<file path="config.mk">
export PLATFORM = sky130hd
export DESIGN_NAME = serial_subtractor
export DESIGN_NICKNAME = d
export VERILOG_FILES = /design/src/rtl/serial_sub_pkg.sv /design/src/rtl/serial_subtractor_fs.sv /design/src/rtl/serial_subtractor.sv
export SDC_FILE = /design/constraint.sdc
export NUM_CORES = 1
export LEC_CHECK = 0
export CORE_ASPECT_RATIO = 1.4
export CORE_MARGIN = 4
export CORE_UTILIZATION = 61
export CTS_CLUSTER_SIZE = 28
export DETAILED_ROUTE_END_ITERATION = 16
export DONT_BUFFER_PORTS = 1
export GPL_TIMING_DRIVEN = 0
export MAX_ROUTING_LAYER = met4
export PLACE_DENSITY = 0.83
export RECOVER_POWER = 25
export SKIP_LAST_GASP = 1
export SYNTH_ARGS = -nofsm -noshare
export SYNTH_HDL_FRONTEND = slang
export SYNTH_SLANG_ARGS = --single-unit
</file>
<file path="constraint.sdc">
create_clock -name clk -period 1.8 [get_ports clk]
set_input_delay 0.36 -clock clk [delete_from_list [all_inputs] [get_ports clk]]
set_output_delay 0.36 -clock clk [all_outputs]
set_load 0.05 [all_outputs]
</file>
<file path="src/rtl/serial_sub_pkg.sv">
// Shared types and constants for the bit-serial subtractor.
package serial_sub_pkg;

  typedef enum logic [1:0] {
    IDLE  = 2'd0,
    SHIFT = 2'd1,
    DONE  = 2'd2
  } sub_state_t;

  localparam int SUB_WIDTH_DEFAULT = 8;

endpackage

</file>
<file path="src/rtl/serial_subtractor_fs.sv">
// 1-bit full subtractor: d = a - b - bin, bout set when that underflows.
module fs (
  input  logic a,
  input  logic b,
  input  logic bin,
  output logic d,
  output logic bout
);

  assign d    = a ^ b ^ bin;
  assign bout = (~a & b) | (~(a ^ b) & bin);

endmodule

</file>
<file path="src/rtl/serial_subtractor.sv">
// Bit-serial A - B, LSB first, one bit per clock, around a single fs cell.
module serial_subtractor
  import serial_sub_pkg::*;
#(
  parameter int WIDTH = SUB_WIDTH_DEFAULT
) (
  input  logic             clk,
  input  logic             rst,
  input  logic             start,
  input  logic [WIDTH-1:0] a_in,
  input  logic [WIDTH-1:0] b_in,
  output logic             busy,
  output logic             done,
  output logic [WIDTH-1:0] diff,
  output logic             borrow_out
);

  localparam int CW = $clog2(WIDTH);

  sub_state_t       state, state_n;
  logic [WIDTH-1:0] a_sr, b_sr, d_sr;
  logic [CW-1:0]    cnt;
  logic             brw;
  logic             d, bout;
  logic             last;

  fs u_fs (
    .a    (a_sr[0]),
    .b    (b_sr[0]),
    .bin  (brw),
    .d    (d),
    .bout (bout)
  );

  assign last = (cnt == CW'(WIDTH - 1));

  always_comb begin
    state_n = state;
    case (state)
      IDLE:    if (start) state_n = SHIFT;
      SHIFT:   if (last)  state_n = DONE;
      DONE:    state_n = IDLE;
      default: state_n = IDLE;
    endcase
  end

  always_ff @(posedge clk) begin
    if (rst) begin
      state      <= IDLE;
      busy       <= 1'b0;
      done       <= 1'b0;
      diff       <= '0;
      borrow_out <= 1'b0;
      a_sr       <= '0;
      b_sr       <= '0;
      d_sr       <= '0;
      brw        <= 1'b0;
      cnt        <= '0;
    end else begin
      state <= state_n;
      busy  <= (state_n != IDLE);
      done  <= (state_n == DONE);
      case (state)
        IDLE: if (start) begin
          a_sr <= a_in;
          b_sr <= b_in;
          d_sr <= '0;
          brw  <= 1'b0;
          cnt  <= '0;
        end
        SHIFT: begin
          a_sr <= {1'b0, a_sr[WIDTH-1:1]};
          b_sr <= {1'b0, b_sr[WIDTH-1:1]};
          d_sr <= {d, d_sr[WIDTH-1:1]};
          brw  <= bout;
          // Final bit is folded straight into the outputs so they are valid with done.
          if (last) begin
            diff       <= {d, d_sr[WIDTH-1:1]};
            borrow_out <= bout;
          end else begin
            cnt <= cnt + 1'b1;
          end
        end
        default: ;
      endcase
    end
  end

endmodule

</file>
==> metrics <==
vias=1,239; Port Buffer Count=0; max_cap viols=0; Root Buffer=clkbuf_4; LEAKAGE=0.7116 nW; Post-Syn Instances=175; Synth area leader=dfxtp_1; first-pass GRT wire length=5.492 mm; CP dominant cell by count=ha_1; post-route cell area=1849 sq um; share of cells above drive strength 1=15.85%; DR DRC count=0; top-area cell type share of the netlist area=46.34%; Resized Gates After CTS=0; fin. max-slew vios=0; number of global-route vias before repair=1,280; drt pass-1 iters=4; H-tree levels=2; Slowest-stage cell, CP=buf_1; routability cong.=0.8456; clock-pin slew on the worst setup and hold paths=0.12 ns; TritonCTS clock tree=built; Row Count=22; 1st-iter DRT viols=33; syn nets=197; synthesized flop and latch total=40; Hold Path End=b_sr[7]; GRT met2 Usage=33.70%; Yosys cell types=30; final worst-path cycle share=85.52%; die area=3760 sq um; grt peak-use layer=met2; fin crit period=1.539 ns; R2R Path Start=cnt[0]; I/O pin count=30; crit-path max FO=10; placed cell area=1773 sq um; largest net degree at the start of global routing=13; Final Hold Vio Count=0; met3 Track Usage GR=6.105%; diodes inserted=0; Max rail drop VDD=0.0008230 V; Critical Path Sink Type=register; Cell Area, Synth=1728 sq um; Critical R2R Capture=borrow_out; max frequency=0.6496 GHz; Hold Path Class=in -> reg; pwr/cell area=979.8 nW/um^2; synth top area cells=dfxtp_1 (46%), mux2i_1 (7.5%), a211oi_2 (6.5%); Final WS setup=0.2606 ns; CP cell instances=ha_1 -> ha_1 -> buf_1 -> a21oi_1 -> a311oi_1; Setup violations, final=0; Bufs on Longest Clock Path=2; Worst R2R Path Depth=5; initial antenna violation count=0; HP Start=b_in[7]; Layout Nets=204; core box area=2670 sq um; GRT Util Overall=19.80%; syn avg cell area=9.874 sq um; Clock Skew=0.01123 ns; hpwl dp=2.464 mm; grt ovf=0; Initial Utilization=64.71%; number of setup buffers added after CTS=0; P&R area growth vs syn=7.024%; Fillers=209; WHS Path Cells=2; Routed WL per cell=14.72 um; Num CTS Buffers=5; setup TNS=0 ns; Critical Path Max Stage Delay=0.36 ns; Die Width=52.98 um; Post-DRT Antenna Nets=0; flop2flop setup slack=0.26 ns; worst path required time=2.07 ns; Buf/Inv on CP=1; Yosys warnings=0; GRT met1 Usage=20.21%; run status=finished clean; count of clock tree sinks=40; total wire length=3.224 mm; crit path launch type=register; Die Ht=70.98 um; worst-margin pin slew=0.6036 ns; CP top delay family=adder cells; Slew headroom=59.76%; Setup WS pre-CTS=0.2639 ns; clk_lat worst skew=0.35 ns; routed vias/inst=5.658; RSZ-0062 raised after global routing=false; Critical Path AT=1.81 ns; critical path type=reg -> reg; Hold Buf Count CTS=0; sequential area share after synthesis=46.34%
## cell usage after synthesis
| cell type | n |
|---|---|
| a211oi_1 | 5 |
| a211oi_2 | 9 |
| a21oi_1 | 12 |
| a22oi_1 | 9 |
| a2bb2oi_1 | 1 |
| a311oi_1 | 1 |
| buf_1 | 2 |
| buf_12 | 1 |
| buf_2 | 4 |
| buf_4 | 1 |
| buf_6 | 7 |
| dfxtp_1 | 40 |
| fa_1 | 1 |
| ha_1 | 2 |
| inv_1 | 4 |
| mux2i_1 | 13 |
| nand2_1 | 11 |
| nand2b_1 | 6 |
| nand3_1 | 8 |
| nand3b_1 | 1 |
| nor2_1 | 27 |
| nor2b_1 | 1 |
| nor2b_4 | 1 |
| nor3_1 | 1 |
| nor3b_1 | 1 |
| nor4b_2 | 1 |
| o21a_1 | 1 |
| o21ai_1 | 2 |
| o21bai_1 | 1 |
| o31ai_1 | 1 |
## metal layers
layer / wire (um) / share of wire [%] / up-vias
met2: 1711 / 53 / 27
met4: 65 / 2.0 / 0
li1: - / - / 624
met1: 1266 / 39 / 580
met5: 0 / 0 / -
met3: 180 / 5.6 / 8
## final cells by class
cell class	count	area, sq um	share of cell area (%)
multi-input combinational	116	778.2	42.08
tap	36	45.04	2.436
buffer	15	115.1	6.225
inverter	4	15.01	0.8119
sequential	40	800.8	43.30
clock buffer	7	65.06	3.518
clock inverter	1	30.03	1.624
## metrics by stage
stage          instances  power (W)  utilization, %  hold slack, ns
2_1_floorplan        175   0.001148               -          0.4434
3_3_place_gp         211   0.001174           66.40          0.4559
3_5_place_dp         211   0.001187           66.40          0.4660
4_1_cts              219   0.001832           69.96          0.1551
5_1_grt              219   0.001885           69.26          0.1657
6_report             219   0.001812           69.26          0.1589
## worst max path at each step
stage / from / end / slack [ns] / cells past startpoint
floorplan: cnt[0] / borrow_out / 0.47 / 5
global placement: cnt[0] / borrow_out / 0.35 / 5
detailed placement: cnt[0] / borrow_out / 0.26 / 5
CTS: cnt[0] / borrow_out / 0.25 / 5
global route: state[1] / b_sr[3] / 0.11 / 5
finish: cnt[0] / borrow_out / 0.26 / 5
## power breakdown
| group | internal, W | switching (W) | leakage (nW) |
|---|---|---|---|
| sequential | 0.000927 | 0.0000283 | 0.327 |
| clock | 0.000369 | 0.000286 | 0.0515 |
| combinational | 0.0000911 | 0.000111 | 0.333 |
| total | 0.00139 | 0.000425 | 0.712 |
## logic make-up after synthesis
kind of cell | after synthesis | synth area share [%]
flops | 40 | 46.34
compound gates | 42 | 18.97
fa+ha+maj | 3 | 2.607
simple gates | 58 | 15.93
buf+inv | 19 | 8.617
mux | 13 | 7.530
## state kept, by name, indices dropped and copies added (netlist names)
signal,flops
diff,8
cnt,3
state,2
busy,1
borrow_out,1
d_sr,7
brw,1
b_sr,8
done,1
a_sr,8
## layout by cell type, fill, tap and decap left out, types with 2 or more instances in the layout
cell type	instances
a211oi_1	5
a211oi_2	9
a21oi_1	12
a22oi_1	9
buf_1	2
buf_2	3
buf_6	5
clkbuf_1	3
clkbuf_4	5
clkbuf_8	2
dfxtp_1	40
ha_1	2
inv_1	4
mux2i_1	13
nand2_1	11
nand2b_1	6
nand3_1	8
nor2_1	27
o21ai_1	2
No activity file was read; power rests on OpenSTA's default activity.
